File: src/rtl/scr1_dmem_arb_if.sv
// Shared types and the scr1_memif-style bus used by the data-memory arbiter.
// The master side issues requests; the slave side accepts them and
// returns the response.
package scr1_dmem_arb_pkg;

   localparam int SCR1_DMEM_AWIDTH = 32;
   localparam int SCR1_DMEM_DWIDTH = 32;

   typedef enum logic {
      SCR1_MEM_CMD_RD = 1'b0,
      SCR1_MEM_CMD_WR = 1'b1
   } type_scr1_mem_cmd_e;

   typedef enum logic [1:0] {
      SCR1_MEM_WIDTH_BYTE  = 2'b00,
      SCR1_MEM_WIDTH_HWORD = 2'b01,
      SCR1_MEM_WIDTH_WORD  = 2'b10,
      SCR1_MEM_WIDTH_ERROR = 2'b11
   } type_scr1_mem_width_e;

   typedef enum logic [1:0] {
      SCR1_MEM_RESP_NOTRDY = 2'b00,
      SCR1_MEM_RESP_RDY_OK = 2'b01,
      SCR1_MEM_RESP_RDY_ER = 2'b10
   } type_scr1_mem_resp_e;

endpackage : scr1_dmem_arb_pkg

// Handshake: a request transfers in the cycle where req and req_ack are
// both high. The requester keeps req, cmd, width, addr and wdata stable
// until then (it may withdraw req to abort). The response arrives on a later
// cycle as resp != NOTRDY, with rdata valid alongside a read response.
interface scr1_dmem_arb_if;
   import scr1_dmem_arb_pkg::*;

   logic                          req;
   type_scr1_mem_cmd_e            cmd;
   type_scr1_mem_width_e          width;
   logic [SCR1_DMEM_AWIDTH-1:0]   addr;
   logic [SCR1_DMEM_DWIDTH-1:0]   wdata;
   logic                          req_ack;
   logic [SCR1_DMEM_DWIDTH-1:0]   rdata;
   type_scr1_mem_resp_e           resp;

   modport master (
      output req, cmd, width, addr, wdata,
      input  req_ack, rdata, resp
   );

   modport slave (
      input  req, cmd, width, addr, wdata,
      output req_ack, rdata, resp
   );

endinterface : scr1_dmem_arb_if

File: src/rtl/scr1_dmem_arb.sv
// Round-robin arbiter sharing the core data-memory port between the LSU (p0)
// and a secondary master (p1). One transaction outstanding at a time; the
// response goes back to the owning port. A watchdog turns a lost response
// into an access fault and swallows the late response when it shows up.
module scr1_dmem_arb
   import scr1_dmem_arb_pkg::*;
#(
   parameter int unsigned TMO_CYCLES = 255
)(
   input  logic                   clk,
   input  logic                   rst_n,
   scr1_dmem_arb_if.slave         p0,
   scr1_dmem_arb_if.slave         p1,
   scr1_dmem_arb_if.master        dmem,
   output logic [1:0]             dbg_state
);

   localparam int unsigned CW = (TMO_CYCLES > 0) ? $clog2(TMO_CYCLES + 1) : 1;
   localparam int unsigned TMO_M1 = (TMO_CYCLES > 0) ? (TMO_CYCLES - 1) : 0;
   localparam logic [CW-1:0] TMO_LAST = CW'(TMO_M1);
   localparam bit TMO_EN = (TMO_CYCLES != 0);

   typedef enum logic [1:0] {
      ST_IDLE  = 2'd0,
      ST_BUSY  = 2'd1,
      ST_DRAIN = 2'd2
   } state_e;

   state_e          state_q, state_d;
   logic            owner_q, owner_d;
   logic            rr_last_q, rr_last_d;
   logic            lock_q, lock_d;
   logic            lock_sel_q, lock_sel_d;
   logic [CW-1:0]   cnt_q, cnt_d;

   logic            req0, req1;
   logic            sel;
   logic            sel_req;
   logic            grant_req;
   logic            is_idle, is_busy;
   logic            resp_valid;
   logic            timeout;
   type_scr1_mem_resp_e resp_fwd;

   // Requests are masked while reset is held so every output shows its
   // reset value immediately, regardless of what the requesters drive.
   assign req0 = p0.req & rst_n;
   assign req1 = p1.req & rst_n;

   assign is_idle    = (state_q == ST_IDLE);
   assign is_busy    = (state_q == ST_BUSY);
   assign resp_valid = (dmem.resp != SCR1_MEM_RESP_NOTRDY);
   assign timeout    = TMO_EN && is_busy && !resp_valid && (cnt_q == TMO_LAST);
   assign dbg_state  = state_q;

   // Port selection: a held grant wins, then a lone requester, then the
   // port that was not granted last.
   always_comb begin
      sel = 1'b0;
      if (lock_q) begin
         sel = lock_sel_q;
      end else if (req0 && !req1) begin
         sel = 1'b0;
      end else if (req1 && !req0) begin
         sel = 1'b1;
      end else if (req0 && req1) begin
         sel = ~rr_last_q;
      end
   end

   assign sel_req   = sel ? req1 : req0;
   assign grant_req = is_idle & sel_req;

   // Request path: memory sees the selected port; only that port gets the ack.
   always_comb begin
      dmem.req   = grant_req;
      dmem.cmd   = sel ? p1.cmd   : p0.cmd;
      dmem.width = sel ? p1.width : p0.width;
      dmem.addr  = sel ? p1.addr  : p0.addr;
      dmem.wdata = sel ? p1.wdata : p0.wdata;
      p0.req_ack = grant_req & ~sel & dmem.req_ack;
      p1.req_ack = grant_req &  sel & dmem.req_ack;
   end

   // Response path: only the owner sees the response, and only while BUSY;
   // on watchdog expiry the owner gets an access fault instead.
   always_comb begin
      resp_fwd = timeout ? SCR1_MEM_RESP_RDY_ER : dmem.resp;
      p0.resp  = (is_busy && !owner_q) ? resp_fwd : SCR1_MEM_RESP_NOTRDY;
      p1.resp  = (is_busy &&  owner_q) ? resp_fwd : SCR1_MEM_RESP_NOTRDY;
      p0.rdata = dmem.rdata;
      p1.rdata = dmem.rdata;
   end

   // Next-state: grant hold, handshake bookkeeping and the watchdog.
   always_comb begin
      state_d    = state_q;
      owner_d    = owner_q;
      rr_last_d  = rr_last_q;
      lock_d     = lock_q;
      lock_sel_d = lock_sel_q;
      cnt_d      = cnt_q;
      case (state_q)
         ST_IDLE: begin
            // Hold the grant only while the selected request sits unacked;
            // a handshake or a withdrawn request both release it.
            lock_d = grant_req & ~dmem.req_ack;
            if (grant_req && !dmem.req_ack) begin
               lock_sel_d = sel;
            end
            if (grant_req && dmem.req_ack) begin
               owner_d   = sel;
               rr_last_d = sel;
               cnt_d     = '0;
               state_d   = ST_BUSY;
            end
         end
         ST_BUSY: begin
            // A real response beats a watchdog expiry in the same cycle.
            if (resp_valid) begin
               state_d = ST_IDLE;
            end else if (timeout) begin
               state_d = ST_DRAIN;
            end else begin
               cnt_d = cnt_q + CW'(1);
            end
         end
         ST_DRAIN: begin
            if (resp_valid) begin
               state_d = ST_IDLE;
            end
         end
         default: begin
            state_d = ST_IDLE;
         end
      endcase
   end

   // State and control registers, asynchronously reset.
   always_ff @(posedge clk or negedge rst_n) begin
      if (!rst_n) begin
         state_q    <= ST_IDLE;
         owner_q    <= 1'b0;
         rr_last_q  <= 1'b1;
         lock_q     <= 1'b0;
         lock_sel_q <= 1'b0;
         cnt_q      <= '0;
      end else begin
         state_q    <= state_d;
         owner_q    <= owner_d;
         rr_last_q  <= rr_last_d;
         lock_q     <= lock_d;
         lock_sel_q <= lock_sel_d;
         cnt_q      <= cnt_d;
      end
   end

endmodule : scr1_dmem_arb

File: src/flat_wrapper.sv
// flat-port wrapper written by rule: the top's interface ports become plain ports
module scr1_dmem_arb_flat import scr1_dmem_arb_pkg::*;
#(
   parameter int unsigned TMO_CYCLES = 255
)
  (clk, rst_n, dbg_state, p0_req, p0_cmd, p0_width, p0_addr, p0_wdata, p0_req_ack, p0_rdata, p0_resp, p1_req, p1_cmd, p1_width, p1_addr, p1_wdata, p1_req_ack, p1_rdata, p1_resp, dmem_req, dmem_cmd, dmem_width, dmem_addr, dmem_wdata, dmem_req_ack, dmem_rdata, dmem_resp);
  scr1_dmem_arb_if p0_i ();
  scr1_dmem_arb_if p1_i ();
  scr1_dmem_arb_if dmem_i ();
  input  logic clk;
  input  logic rst_n;
  output logic [1:0] dbg_state;
  input wire logic [$bits(p0_i.req)-1:0] p0_req;
  input wire logic [$bits(p0_i.cmd)-1:0] p0_cmd;
  input wire logic [$bits(p0_i.width)-1:0] p0_width;
  input wire logic [$bits(p0_i.addr)-1:0] p0_addr;
  input wire logic [$bits(p0_i.wdata)-1:0] p0_wdata;
  output wire logic [$bits(p0_i.req_ack)-1:0] p0_req_ack;
  output wire logic [$bits(p0_i.rdata)-1:0] p0_rdata;
  output wire logic [$bits(p0_i.resp)-1:0] p0_resp;
  input wire logic [$bits(p1_i.req)-1:0] p1_req;
  input wire logic [$bits(p1_i.cmd)-1:0] p1_cmd;
  input wire logic [$bits(p1_i.width)-1:0] p1_width;
  input wire logic [$bits(p1_i.addr)-1:0] p1_addr;
  input wire logic [$bits(p1_i.wdata)-1:0] p1_wdata;
  output wire logic [$bits(p1_i.req_ack)-1:0] p1_req_ack;
  output wire logic [$bits(p1_i.rdata)-1:0] p1_rdata;
  output wire logic [$bits(p1_i.resp)-1:0] p1_resp;
  output wire logic [$bits(dmem_i.req)-1:0] dmem_req;
  output wire logic [$bits(dmem_i.cmd)-1:0] dmem_cmd;
  output wire logic [$bits(dmem_i.width)-1:0] dmem_width;
  output wire logic [$bits(dmem_i.addr)-1:0] dmem_addr;
  output wire logic [$bits(dmem_i.wdata)-1:0] dmem_wdata;
  input wire logic [$bits(dmem_i.req_ack)-1:0] dmem_req_ack;
  input wire logic [$bits(dmem_i.rdata)-1:0] dmem_rdata;
  input wire logic [$bits(dmem_i.resp)-1:0] dmem_resp;
  assign p0_i.req = p0_req;
  assign p0_i.cmd = p0_cmd;
  assign p0_i.width = p0_width;
  assign p0_i.addr = p0_addr;
  assign p0_i.wdata = p0_wdata;
  assign p0_req_ack = p0_i.req_ack;
  assign p0_rdata = p0_i.rdata;
  assign p0_resp = p0_i.resp;
  assign p1_i.req = p1_req;
  assign p1_i.cmd = p1_cmd;
  assign p1_i.width = p1_width;
  assign p1_i.addr = p1_addr;
  assign p1_i.wdata = p1_wdata;
  assign p1_req_ack = p1_i.req_ack;
  assign p1_rdata = p1_i.rdata;
  assign p1_resp = p1_i.resp;
  assign dmem_req = dmem_i.req;
  assign dmem_cmd = dmem_i.cmd;
  assign dmem_width = dmem_i.width;
  assign dmem_addr = dmem_i.addr;
  assign dmem_wdata = dmem_i.wdata;
  assign dmem_i.req_ack = dmem_req_ack;
  assign dmem_i.rdata = dmem_rdata;
  assign dmem_i.resp = dmem_resp;
  scr1_dmem_arb #(.TMO_CYCLES(TMO_CYCLES)) u_core (.clk(clk), .rst_n(rst_n), .p0(p0_i), .p1(p1_i), .dmem(dmem_i), .dbg_state(dbg_state));
endmodule
File: config.mk
export PLATFORM = sky130hd
export DESIGN_NAME = scr1_dmem_arb_flat
export DESIGN_NICKNAME = d
export VERILOG_FILES = /design/src/rtl/scr1_dmem_arb_if.sv /design/src/rtl/scr1_dmem_arb.sv /design/src/flat_wrapper.sv
export SDC_FILE = /design/constraint.sdc
export NUM_CORES = 1
export LEC_CHECK = 0
export CAP_MARGIN = 20
export CORE_AREA = 2 2 122 124
export DETAILED_ROUTE_END_ITERATION = 16
export DIE_AREA = 0 0 124 126
export PLACE_DENSITY = 0.53
export SYNTH_ARGS = -nofsm -noshare
export SYNTH_HDL_FRONTEND = slang
export SYNTH_SLANG_ARGS = --single-unit
File: constraint.sdc
create_clock -name clk -period 1.8 [get_ports clk]
set_input_delay 0.27 -clock clk [delete_from_list [all_inputs] [get_ports clk]]
set_output_delay 0.27 -clock clk [all_outputs]
set_load 0.02 [all_outputs]
# == After elaboration in Yosys (flattened, before gate mapping) ==
# Cells that the tools add are included.
# totals
register_bits,14
input_bits,173
out_inout_bits,140
elab_cells,68
# op_classes
add_sub_neg,1
eq_ne,8
mux,21
bitwise,11
reduce_logical,21
# ops
cell,n
two-way mux 32 bit,2
two-way mux 8 bit,3
two-way mux 2 bit,8
one-hot mux 8 bit (2 select lines),1
logical AND 1 bit,9
adder 8 x 1 -> 8 bit (second input constant),1
bitwise AND 1 bit,8
== test 8 bit (second input constant),1
two-way mux 1 bit,6
!= test 2 bit (second input constant),3
one-hot mux 2 bit (3 select lines),1
zero test 1 bit,5
AND reduction 2 bit,2
AND reduction 4 bit,1
nonzero test 2 bit,2
!= test 3 bit (second input constant),1
inverter 1 bit,3
AND reduction 3 bit,1
== test 2 x 1 -> 1 bit (second input constant),1
== test 2 bit (second input constant),1
zero test 2 bit,1
!= test 2 x 1 -> 1 bit (second input constant),1

# == Logic depth before layout (Yosys ltp) ==
# Gate-level depths: netlist of the first run.
# depth
word_depth,11
ltp_mapped,6
mapped_depth_nobuf,6

# == Worst setup path after synthesis of the first run ==
# Ideal clock, no wire load.
# synth_timing
path_type,register to register
startpoint,register u_core.state_q[1] (netlist: u_core.dbg_state[1])
endpoint,register u_core.owner_q
arrival_time_ns,1.837
required_ns,1.675
setup_slack_ns,-0.162
path_stages_with_launch,6
n_path_buf,1
period_less_slack_ns,1.962
path_cell_list,dfrtp_1 -> or2_1 -> a221oi_2 -> and2_1 -> buf_6 -> mux2_4
# synth_via
elab_chain_len,4
# synth_rtl
item,line_no,text
start: declaration,scr1_dmem_arb.sv:29,"state_e state_q, state_d;"
start signal: assignment,scr1_dmem_arb.sv:149,state_q <= state_d;
zero test 2 bit,scr1_dmem_arb.sv:50,assign is_idle = (state_q == ST_IDLE);
bitwise AND 1 bit,scr1_dmem_arb.sv:72,assign grant_req = is_idle & sel_req;
named net dmem_req,flat_wrapper.sv:29,output wire logic [$bits(dmem_i.req)-1:0] dmem_req;
logical AND 1 bit,scr1_dmem_arb.sv:111,if (grant_req && dmem.req_ack) begin
AND reduction 2 bit (no line),n/a,
end signal: assignment,scr1_dmem_arb.sv:150,owner_q <= owner_d;
end: declaration,scr1_dmem_arb.sv:30,"logic owner_q, owner_d;"
# The timed path passes the listed nets, and every way through them passes these cells.
# A chain may end at the register's enable or synchronous reset.

# == Final worst setup path of the first run ==
# layout_timing
startpoint,register u_core.lock_q
endpoint,output dmem_wdata[2]
# layout_via
elab_chain_len,2
# layout_rtl
item,line_no,text
start: declaration,scr1_dmem_arb.sv:32,"logic lock_q, lock_d;"
start signal: assignment,scr1_dmem_arb.sv:152,lock_q <= lock_d;
two-way mux 1 bit,scr1_dmem_arb.sv:60,if (lock_q) begin
two-way mux 32 bit,scr1_dmem_arb.sv:80,dmem.wdata = sel ? p1.wdata : p0.wdata;
end: declaration,flat_wrapper.sv:33,output wire logic [$bits(dmem_i.wdata)-1:0] dmem_wdata;
# No other way between the ends.

==> results of run 1 <==
[how the worst max path moves through the flow]
| stage | from | endpoint | slack, ns | cells past startpoint |
|---|---|---|---|---|
| floorplan | u_core.dbg_state[0]$_DFFE_PN0P_ | u_core.owner_q$_DFFE_PN0P_ | -0.004 | 5 |
| global placement | p1_req | dmem_wdata[15] | -0.85 | 6 |
| detailed placement | rst_n | dmem_wdata[19] | -0.86 | 6 |
| CTS | u_core.lock_q$_DFFE_PN0P_ | dmem_wdata[2] | -0.58 | 10 |
| global route | u_core.lock_q$_DFFE_PN0P_ | dmem_wdata[2] | -0.52 | 8 |
| finish | u_core.lock_q$_DFFE_PN0P_ | dmem_wdata[2] | -0.47 | 9 |
[cell usage in the layout (no fill, tap or decap), drive strengths merged, types with 2 or more instances in the layout]
cell | netlist | layout
xor2 | 4 | 4
o21ai | 3 | 3
clkbuf | 0 | 7
nand3 | 2 | 2
o211ai | 2 | 2
nand2 | 3 | 3
and2 | 4 | 4
dlygate4sd2 | 0 | 3
buf | 73 | 130
and3 | 3 | 3
a21oi | 2 | 2
clkdlybuf4s50 | 0 | 139
ha | 2 | 2
nor2 | 11 | 11
mux2 | 70 | 70
nor3 | 3 | 3
and2b | 2 | 2
inv | 4 | 4
dfrtp | 13 | 13
a21o | 2 | 2
nand4 | 3 | 3
[kinds of logic (layout without fill, tap and decap cells)]
logic type	count (synthesis)	count (layout)
AOI/OAI and AO/OA	16	16
xor gates and xnor gates	4	4
adders and majority gates	2	2
buffers and inverters	77	283
DFF	14	14
muxes	70	70
and+or+nand+nor	37	37
[where the power goes]
part	switching (uW)	total, uW	internal [uW]
registers	38.5	414	376
logic	1060	2630	1570
clock network	132	469	337
total	1230	3520	2290
[critical path, delay by kind of cell, from the launching register on]
family,cells,cell delay [ns]
buffers and inverters,6,0.77
flip-flops,1,0.38
multiplexers,1,0.29
AO/OA/AOI/OAI,1,0.18
AND/OR/NAND/NOR,1,0.13
[per-layer routing]
| layer | wire, um | GRT usage (%) | vias to the layer above | share of wire (%) |
|---|---|---|---|---|
| met3 | 1280 | 5.25 | 2 | 11 |
| met5 | 0 | 0 | - | 0 |
| li1 | - | - | 1117 | - |
| met1 | 4370 | 14.6 | 1145 | 37 |
| met2 | 5990 | 24.0 | 166 | 51 |
| met4 | 10 | 0.859 | 0 | 0.086 |
[flip-flops by register name, summed over array words and instances, names as in the netlist]
name               cells
u_core.dbg_state       2
u_core.rr_last_q       1
u_core.owner_q         1
u_core.lock_q          1
u_core.lock_sel_q      1
u_core.cnt_q           8
[per-stage QoR]
stage          TNS [ns]  hold WS [ns]  utilization [%]
3_5_place_dp     -61.27         0.540             29.2
4_1_cts          -27.53         0.267             30.0
2_1_floorplan  -0.00411       -0.0256                -
6_report         -25.54         0.272             33.8
5_1_grt          -31.13         0.305             33.8
3_3_place_gp     -60.20         0.531             29.2
[layout make-up]
type,count,share of cell area (%)
clock buffers,4,1.84
well taps,184,4.76
repair buffers,275,55.9
flip-flops and latches,14,7.32
multi-input cells,129,29.9
inverters,4,0.311
[repair_timing]
item	CTS	global route
gates resized for setup	345	133
hold buffers	0	0
setup buffers	15	17
pin swaps	3	7
endpoints found under the setup margin	84	84
gates cloned	4	1
==> metrics.csv, run 1 <==
stage,metric,value,unit
outcome,status,finished with violations,
outcome,violations,negative setup slack,
die,dieArea,15600,sq um
power,worst_ir_drop_vdd,0.378,mV
setup_path,crit_path_cell_trace,"buf_6, and2_4, o21bai_4, buf_6, buf_16, buf_8, buf_6, mux2_4, buf_6",
setup_path,worstPathRequired,1.53,ns
finish,multi_input_comb_area,1440,sq um
setup_path,arrival,2.00,ns
clocking,cts_tree,built,
die,initial_core_util,14.6,%
sta,fin_crit_sh,126,%
synthesis,ys_top_cells_by_area,"mux2_2 (37%), buf_4 (23%), dfrtp_1 (16%), nor2_1 (2.0%), buf_2 (1.9%)",
routing,routed_wl,11.7,mm
setup_path,cp_max_fo,6,
synthesis,ys.flop_type,dfrtp_1,
clocking,clk_latency,0.25,ns
setup_path,cp_common_cell,buf_6,
place,dp_hpwl,8.81,mm
routing,final_antenna_net_count,0,
synthesis,synth_xor_area_share,1.68,%
synthesis,post-synth-top-area-cell,mux2_2,
setup_path,rr_endpoint,u_core.owner_q$_DFFE_PN0P_,
sta,max_slew_margin,80.8,%
routing,drc,0,
sta,setup_ws,-0.473,ns
sta,slew_viol_final,0,
clocking,htree_levels,1,
setup_path,ff2ff_path_depth,8,
grt,grt_usage,13.1,%
power,cellLeakagePower,0.00213,uW
sta,setup_violations,80,
synthesis,synthCells,220,
power,p_per_area,728,nW/um^2
synthesis,synth_top_family_by_area,multiplexers,
routing,routedWlPerCell,19.1,um
sta,worst_pin_slew,0.288,ns
setup_path,slowest_stage,dfrtp_1,
setup_path,startpoint_type,flip-flop,
finish,nNetsFinal,602,
place,portBuffers,216,
synthesis,synth.area.mux_share,38.1,%
sta,fmax,0.440,GHz
setup_path,critical_path.max_stage_delay,0.38,ns
setup_path,r2r-start,u_core.lock_q$_DFFE_PN0P_,
place,gp_congestion,0.739,
grt,grt_pass1_wl,15.2,mm
synthesis,yosys.area_share.simple,10.3,%
synthesis,synth-compound-area-share,5.80,%
synthesis,avgSynthCellArea,9.50,sq um
setup_path,reg2reg_setup_slack,-0.16,ns
clocking,clock-sinks,14,
synthesis,async_reset_ff_share,100,%
die,io_pins,313,
synthesis,synth.most_common_cell,mux2_2,
finish,n_fill_cell,1447,
place,placed_cells,572,
grt,overflow,0,
clocking,clock_path_buffers,2,
die,num_rows,44,
routing,vias,2430,
clocking,clkTransAtPathRegs,0.05,ns
synthesis,synth_nets,395,
finish,drive_gt1_share,54.2,%
synthesis,synth_edf_count,0,
place,place_area,4180,sq um
synthesis,synth_seq_cells,14,
flow_run,cap_violations,0,
sta,fin_skew,0.00519,ns
finish,layout.cells.non_filler,610,
die,die_h,126,um
grt,antenna_found_initial,0,
routing,first_iter_violations,34,
synthesis,ys_seq_area_share,16.8,%
grt,grt_pass1_vias,2491,
grt,grt_max_degree,17,
sta,rsz0062_at_grt,true,
setup_path,path_class,reg2out,
die,core,14300,sq um
synthesis,syn-cell-area,2090,sq um
die,die_w,124,um
synthesis,synthTopCellsByCount,"mux2_2 (68), buf_4 (64), dfrtp_1 (13)",
setup_path,end_kind,output pin,
clocking,cts_made_buffers,3,
finish,final_area,4830,sq um
finish,regArea,354,sq um
routing,avgViaCountPerCell,3.98,
place,preCtsSetupSlack,-0.858,ns
synthesis,synth_cell_types,37,
power,power,3520,uW
synthesis,synth_warnings,0,
routing,dr.pass1.iters,4,
finish,area_growth,131,%
clocking,cts-root-buf,clkbuf_16,
synthesis,synth_fa_ha_area_share,1.20,%
synthesis,yosys.area.top_type_share,36.6,%
sta,finalHoldViolCount,0,
finish,antenna_cells,0,
min_path,hp-class,in2async,
sta,period_minus_slack,2.27,ns
(Power assumes the default switching activity.)
==> run 2: changes to the inputs <==
--- a/config.mk
+++ b/config.mk
@@ -7,6 +7,7 @@
 export LEC_CHECK = 0
 export CAP_MARGIN = 20
 export CORE_AREA = 2 2 122 124
+export CTS_BUF_LIST = sky130_fd_sc_hd__clkbuf_8
 export DETAILED_ROUTE_END_ITERATION = 16
 export DIE_AREA = 0 0 124 126
 export PLACE_DENSITY = 0.53
==> run 2 against run 1 <==
  * Final cell count decreased by 0.16%
  * The run still ends with negative setup slack left
  * Sequential cell count stayed put
  * Clock skew up 0.0024 ns
  * Maximum frequency decreased by 0.26%
  * Power fell by 5.1%
  * Sequential power hardly changed
  * Clock-buffer cell count stayed put
==> metrics.csv, run 2 (synthesis results as in run 1) <==
stage,metric,value,unit,change
die,io_pins,313,,unchanged
place,preCtsSetupSlack,-0.858,ns,unchanged
routing,final_antenna_net_count,0,,unchanged
finish,area_growth,128,%,
routing,avgViaCountPerCell,3.99,,+0.12%
place,portBuffers,216,,unchanged
setup_path,worstSetupEndpoint,dmem_wdata[2],,
sta,fin_crit_sh,127,%,+0.33 points
finish,n_fill_cell,1454,,+0.48%
setup_path,slowest_stage,dfrtp_1,,
grt,grt_usage,13.0,%,-0.11 points
routing,routed_wl,11.6,mm,-0.63%
routing,vias,2429,,-0.041%
grt,grt_pass1_wl,15.0,mm,-0.73%
grt,grt_max_degree,17,,unchanged
finish,final_area,4760,sq um,-1.4%
setup_path,path_class,reg2out,,
setup_path,reg2reg_setup_slack,-0.16,ns,about the same
sta,worst_pin_slew,0.291,ns,+0.00314 ns
setup_path,r2r-start,u_core.lock_q$_DFFE_PN0P_,,
setup_path,crit_path_cell_trace,"buf_6, and2_4, o21bai_4, buf_6, buf_16, buf_8, buf_6, mux2_4, buf_6",,
sta,setup_violations,79,,-1.3%
place,placed_cells,572,,unchanged
setup_path,crit_start,u_core.lock_q$_DFFE_PN0P_,,
clocking,cts_tree,built,,
sta,period_minus_slack,2.28,ns,+0.00594 ns
clocking,clock_path_buffers,2,,unchanged
routing,first_iter_violations,33,,-2.9%
power,cellLeakagePower,0.00210,uW,-1.4%
setup_path,critical_path.max_stage_delay,0.38,ns,about the same
die,initial_core_util,14.6,%,unchanged
finish,nNetsFinal,601,,-0.17%
sta,fin_skew,0.00763,ns,+0.00244 ns
die,die_h,126,um,unchanged
min_path,hp-class,in2async,,
die,die_w,124,um,unchanged
grt,antenna_found_initial,0,,unchanged
clocking,cts-root-buf,clkbuf_8,,
sta,setup_ws,-0.478,ns,-0.00594 ns
finish,antenna_cells,0,,unchanged
finish,drive_gt1_share,53.6,%,-0.58 points
place,gp_congestion,0.739,,unchanged
routing,dr.pass1.iters,4,,unchanged
grt,overflow,0,,unchanged
die,dieArea,15600,sq um,unchanged
clocking,clkTransAtPathRegs,0.06,ns,about the same
clocking,htree_levels,1,,unchanged
sta,slew_viol_final,0,,unchanged
finish,regMostFlops,u_core.cnt_q,,
sta,fmax,0.439,GHz,-0.26%
routing,routedWlPerCell,19.0,um,-0.47%
setup_path,cp_max_fo,6,,unchanged
sta,finalHoldViolCount,0,,unchanged
finish,layout_commonest_cell,clkdlybuf4s50_1,,
setup_path,worstPathRequired,1.53,ns,about the same
setup_path,arrival,2.01,ns,about the same
grt,grt_pass1_vias,2479,,-0.48%
place,dp_hpwl,8.81,mm,unchanged
power,p_per_area,701,nW/um^2,-3.7%
setup_path,ff2ff_path_depth,8,,unchanged
clocking,cts_made_buffers,3,,unchanged
sta,max_slew_margin,80.6,%,-0.21 points
outcome,status,finished with violations,,
finish,layout.cells.non_filler,609,,-0.16%
routing,drc,0,,unchanged
setup_path,startpoint_type,flip-flop,,
die,num_rows,44,,unchanged
sta,rsz0062_at_grt,true,,
setup_path,rr_endpoint,u_core.owner_q$_DFFE_PN0P_,,
place,place_area,4180,sq um,unchanged
clocking,clk_latency,0.25,ns,about the same
finish,final_cell_mix,"clkdlybuf4s50_1 (139), buf_6 (57), mux2_4 (40), buf_4 (37), mux2_2 (30)",,
power,worst_ir_drop_vdd,0.391,mV,+3.4%
outcome,violations,negative setup slack,,
die,core,14300,sq um,unchanged
setup_path,end_kind,output pin,,
flow_run,cap_violations,0,,unchanged
finish,largest_reg_flops,8,,unchanged
clocking,clock-sinks,14,,unchanged
setup_path,cp_common_cell,buf_6,,
## run 2: timing repair
item / in CTS / in global routing
gates resized for setup: 343 / 131
pin swaps: 1 / 6
buffers inserted: 15 / 16
endpoints found under the setup margin: 84 / 82
hold buffers: 0 / 0
cloned: 4 / 1
## run 2: per-layer routing
layer / share of wire (%) / wire (um) / vias up / global-route usage, %
li1: - / - / 1114 / -
met1: 37 / 4340 / 1136 / 14.7
met2: 51 / 5890 / 175 / 23.7
met3: 11 / 1320 / 4 / 5.25
met4: 0.28 / 32 / 0 / 0.661
met5: 0 / 0 / - / 0
## run 2: cell type report
type,count,area [sq um],area share (%)
repair buffers,274,2700,56.6
multi-input cells,129,1420,29.7
flip-flops and latches,14,354,7.43
well taps,184,230,4.83
clock buffers,4,55.1,1.16
inverters,4,15.0,0.315
## run 2: worst min-delay path by stage
stage / start / end / slack [ns] / depth (start not counted)
2_1_floorplan: rst_n / u_core.cnt_q[0]$_DFFE_PN0P_ / -0.03 / 0
4_1_cts: rst_n / u_core.lock_q$_DFFE_PN0P_ / 0.26 / 3
5_1_grt: rst_n / u_core.lock_q$_DFFE_PN0P_ / 0.28 / 3
6_report: rst_n / u_core.lock_q$_DFFE_PN0P_ / 0.25 / 3
3_3_place_gp: u_core.cnt_q[7]$_DFFE_PN0P_ / u_core.cnt_q[7]$_DFFE_PN0P_ / 0.53 / 2
3_5_place_dp: dmem_rdata[19] / p0_rdata[19] / 0.54 / 0
## run 2: power breakdown
| group | total [uW] | internal [uW] | switching [uW] | leakage (uW) |
|---|---|---|---|---|
| sequential | 412 | 375 | 36.8 | 0.000185 |
| combinational | 2620 | 1570 | 1050 | 0.00189 |
| clock | 309 | 194 | 116 | 0.0000288 |
| total | 3340 | 2140 | 1200 | 0.00210 |
## run 2: through the flow
stage / power [uW] / hold slack [ns] / util [%] / TNS (ns)
after floorplan: 1620 / -0.0256 / - / -0.00411
after global placement: 2430 / 0.531 / 29.2 / -60.20
after detailed placement: 2440 / 0.540 / 29.2 / -61.27
after CTS: 2940 / 0.262 / 29.7 / -27.91
after global routing: 3530 / 0.279 / 33.3 / -32.21
final: 3340 / 0.252 / 33.3 / -25.99
## run 2: worst max-delay path: cells and delay by family, from the launching register on
family | cells | cell delay [ns]
AO/OA/AOI/OAI | 1 | 0.18
flip-flops | 1 | 0.38
multiplexers | 1 | 0.29
AND/OR/NAND/NOR | 1 | 0.13
buffers and inverters | 6 | 0.76
==> run 3: changes to the inputs <==
--- a/config.mk
+++ b/config.mk
@@ -8,9 +8,11 @@
 export CAP_MARGIN = 20
 export CORE_AREA = 2 2 122 124
 export CTS_BUF_LIST = sky130_fd_sc_hd__clkbuf_8
+export CTS_CLUSTER_DIAMETER = 80
 export DETAILED_ROUTE_END_ITERATION = 16
 export DIE_AREA = 0 0 124 126
 export PLACE_DENSITY = 0.53
 export SYNTH_ARGS = -nofsm -noshare
 export SYNTH_HDL_FRONTEND = slang
 export SYNTH_SLANG_ARGS = --single-unit
+export TNS_END_PERCENT = 20
==> run 3 against run 2 <==
  * The flow still finishes with violations (negative setup slack)
  * Non-clock buffer count fell by 17
  * Clock skew fell by 0.0011 ns
  * Sequential cell count did not move
  * Register-to-register slack improved by 0.06 ns
  * Largest power group unchanged
  * Worst setup slack got worse by 0.047 ns
  * Critical endpoint is now dmem_wdata[24]
  * Final cell count fell by 2.8%
  * Hold slack barely moved
  * Via count fell by 2.8%
  * Critical path type unchanged
==> metrics.csv, run 3 (synthesis results as in run 1) <==
stage,metric,value,unit,change
sta,fin_skew,0.00651,ns,-0.00112 ns
grt,antenna_found_initial,0,,unchanged
clocking,clkTransAtPathRegs,0.06,ns,about the same
grt,overflow,0,,unchanged
sta,rsz0062_at_grt,true,,
sta,setup_ws,-0.526,ns,-0.0471 ns
finish,multi_input_comb_area,1350,sq um,-5.0%
power,power_frac_seq,13.1,%,+0.8 points
setup_path,r2r-start,u_core.lock_q$_DFFE_PN0P_,,
sta,fmax,0.430,GHz,-2.0%
routing,final_antenna_net_count,0,,unchanged
place,place_area,4180,sq um,unchanged
sta,period_minus_slack,2.33,ns,+0.0471 ns
die,dieArea,15600,sq um,unchanged
clocking,cts_made_buffers,3,,unchanged
die,core,14300,sq um,unchanged
die,io_pins,313,,unchanged
finish,largest_reg_flops,8,,unchanged
setup_path,end_kind,output pin,,
routing,routed_wl,11.4,mm,-1.2%
power,power,3120,uW,-6.5%
setup_path,worstSetupEndpoint,dmem_wdata[24],,
clocking,cts-root-buf,clkbuf_8,,
power,p_per_area,696,nW/um^2,-0.73%
die,die_h,126,um,unchanged
clocking,clock_path_buffers,2,,unchanged
setup_path,crit_start,u_core.lock_q$_DFFE_PN0P_,,
die,die_w,124,um,unchanged
power,cellLeakagePower,0.00196,uW,-6.6%
clocking,holdBufCountCts,0,,unchanged
finish,area_growth,115,%,
place,gp_congestion,0.739,,unchanged
grt,grt_pass1_vias,2401,,-3.1%
finish,layout_commonest_cell,clkdlybuf4s50_1,,
setup_path,arrival,2.06,ns,+0.05 ns
setup_path,ff2ff_path_depth,7,,-1
setup_path,rr_endpoint,u_core.owner_q$_DFFE_PN0P_,,
routing,avgViaCountPerCell,3.99,,about the same
flow_run,cap_violations,0,,unchanged
sta,finalHoldViolCount,0,,unchanged
grt,grt_max_degree,28,,+11
finish,final_area,4490,sq um,-5.8%
finish,regArea,354,sq um,unchanged
setup_path,path_class,reg2out,,
finish,final_cell_mix,"clkdlybuf4s50_1 (139), mux2_2 (38), buf_6 (35), mux2_4 (32), buf_4 (29)",,
grt,grt_pass1_wl,14.5,mm,-3.7%
setup_path,worstPathRequired,1.53,ns,about the same
clocking,htree_levels,1,,unchanged
power,p_comb_share,76.9,%,-1.5 points
sta,fin_crit_sh,129,%,+2.6 points
setup_path,cp_max_fo,7,,+1
power,clkPwrFrac,10.0,%,+0.7 points
place,dp_hpwl,8.81,mm,unchanged
routing,first_iter_violations,34,,+3.0%
power,cellInternalPower,1960,uW,-8.1%
outcome,violations,negative setup slack,,
setup_path,reg2reg_setup_slack,-0.10,ns,+0.06 ns
setup_path,startpoint_type,flip-flop,,
finish,regMostFlops,u_core.cnt_q,,
sta,max_slew_margin,81.3,%,+0.69 points
die,initial_core_util,14.6,%,unchanged
routing,dr.pass1.iters,4,,unchanged
power,worst_ir_drop_vdd,0.384,mV,-1.9%
finish,drive_gt1_share,49.5,%,-4.1 points
sta,setup_violations,73,,-7.6%
finish,n_fill_cell,1491,,+2.5%
min_path,hp-class,in2async,,
clocking,cts_tree,built,,
clocking,clock-sinks,14,,unchanged
power,p_switching,1160,uW,-3.7%
routing,drc,0,,unchanged
sta,slew_viol_final,0,,unchanged
place,portBuffers,216,,unchanged
routing,vias,2360,,-2.8%
die,num_rows,44,,unchanged
finish,nNetsFinal,584,,-2.8%
clocking,clk_latency,0.25,ns,about the same
power,switching_share,37.1,%,+1.1 points
outcome,status,finished with violations,,
finish,antenna_cells,0,,unchanged
sta,worst_pin_slew,0.281,ns,-0.0104 ns
sta,setup_tns,-28.04,ns,-2.05 ns
routing,routedWlPerCell,19.3,um,+1.6%
grt,grt_usage,12.5,%,-0.46 points
## run 3: changes by cell type in the layout (fill, tap and decap cells not counted), moves of 3 or more
cell,change
mux2_4,-8
clkbuf_2,+9
buf_6,-22
nor2_1,+4
mux2_2,+8
buf_4,-8
nor2_4,-3
## run 3: final cells by class
type,count,share of cell area [%]
Inverter,4,0.335
Multi-Input combinational cell,129,30.0
Tap cell,184,5.13
Clock buffer,4,1.23
Timing Repair Buffer,257,55.4
Sequential cell,14,7.89
## run 3: stage by stage
stage | hold slack [ns] | setup slack [ns] | cells | utilization, %
floorplan | -0.0256 | -0.00411 | 220 | -
global placement | 0.531 | -0.845 | 572 | 29.2
detailed placement | 0.540 | -0.858 | 572 | 29.2
CTS | 0.262 | -0.799 | 582 | 30.3
global route | 0.266 | -0.615 | 592 | 31.3
finish | 0.253 | -0.526 | 592 | 31.3
## run 3: layer usage
metal	wire (um)	track usage, %	share of wire, %	up-vias
met5	0	0	0	-
li1	-	-	-	1081
met4	19	0.661	0.17	0
met2	5760	23.0	50	177
met1	4420	14.1	39	1096
met3	1250	5.03	11	6
## run 3: power groups by stage
stage | Combinational [uW] | Sequential, uW | Clock, uW
3_3_place_gp | 2020 | 414 | 0
2_1_floorplan | 1200 | 421 | 0
6_report | 2400 | 410 | 312
5_1_grt | 2540 | 419 | 332
3_5_place_dp | 2030 | 416 | 0
4_1_cts | 2150 | 411 | 312
## run 3: worst min path at each step
stage                                            from                           to  slack [ns]  cells past startpoint
after floorplan                                 rst_n  u_core.cnt_q[0]$_DFFE_PN0P_       -0.03                      0
after global placement    u_core.cnt_q[7]$_DFFE_PN0P_  u_core.cnt_q[7]$_DFFE_PN0P_        0.53                      2
after detailed placement               dmem_rdata[19]                 p0_rdata[19]        0.54                      0
after CTS                                       rst_n    u_core.lock_q$_DFFE_PN0P_        0.26                      3
after global routing                            rst_n    u_core.lock_q$_DFFE_PN0P_        0.27                      3
final                                           rst_n    u_core.lock_q$_DFFE_PN0P_        0.25                      3
## run 3: what timing repair did
action | CTS | global route
pin swaps | 1 | 1
gates resized for setup | 165 | 212
endpoints found under the setup margin | 84 | 83
gates cloned | 3 | 3
setup buffers | 3 | 8
## run 3: worst max-delay path: stages (launching register included)
cell and delay [ns]:
dfrtp_1 0.37, buf_4 0.14, and2_4 0.13, o21bai_4 0.21
buf_12 0.15, buf_8 0.12, buf_12 0.14, buf_6 0.11
mux2_4 0.29, buf_6 0.13
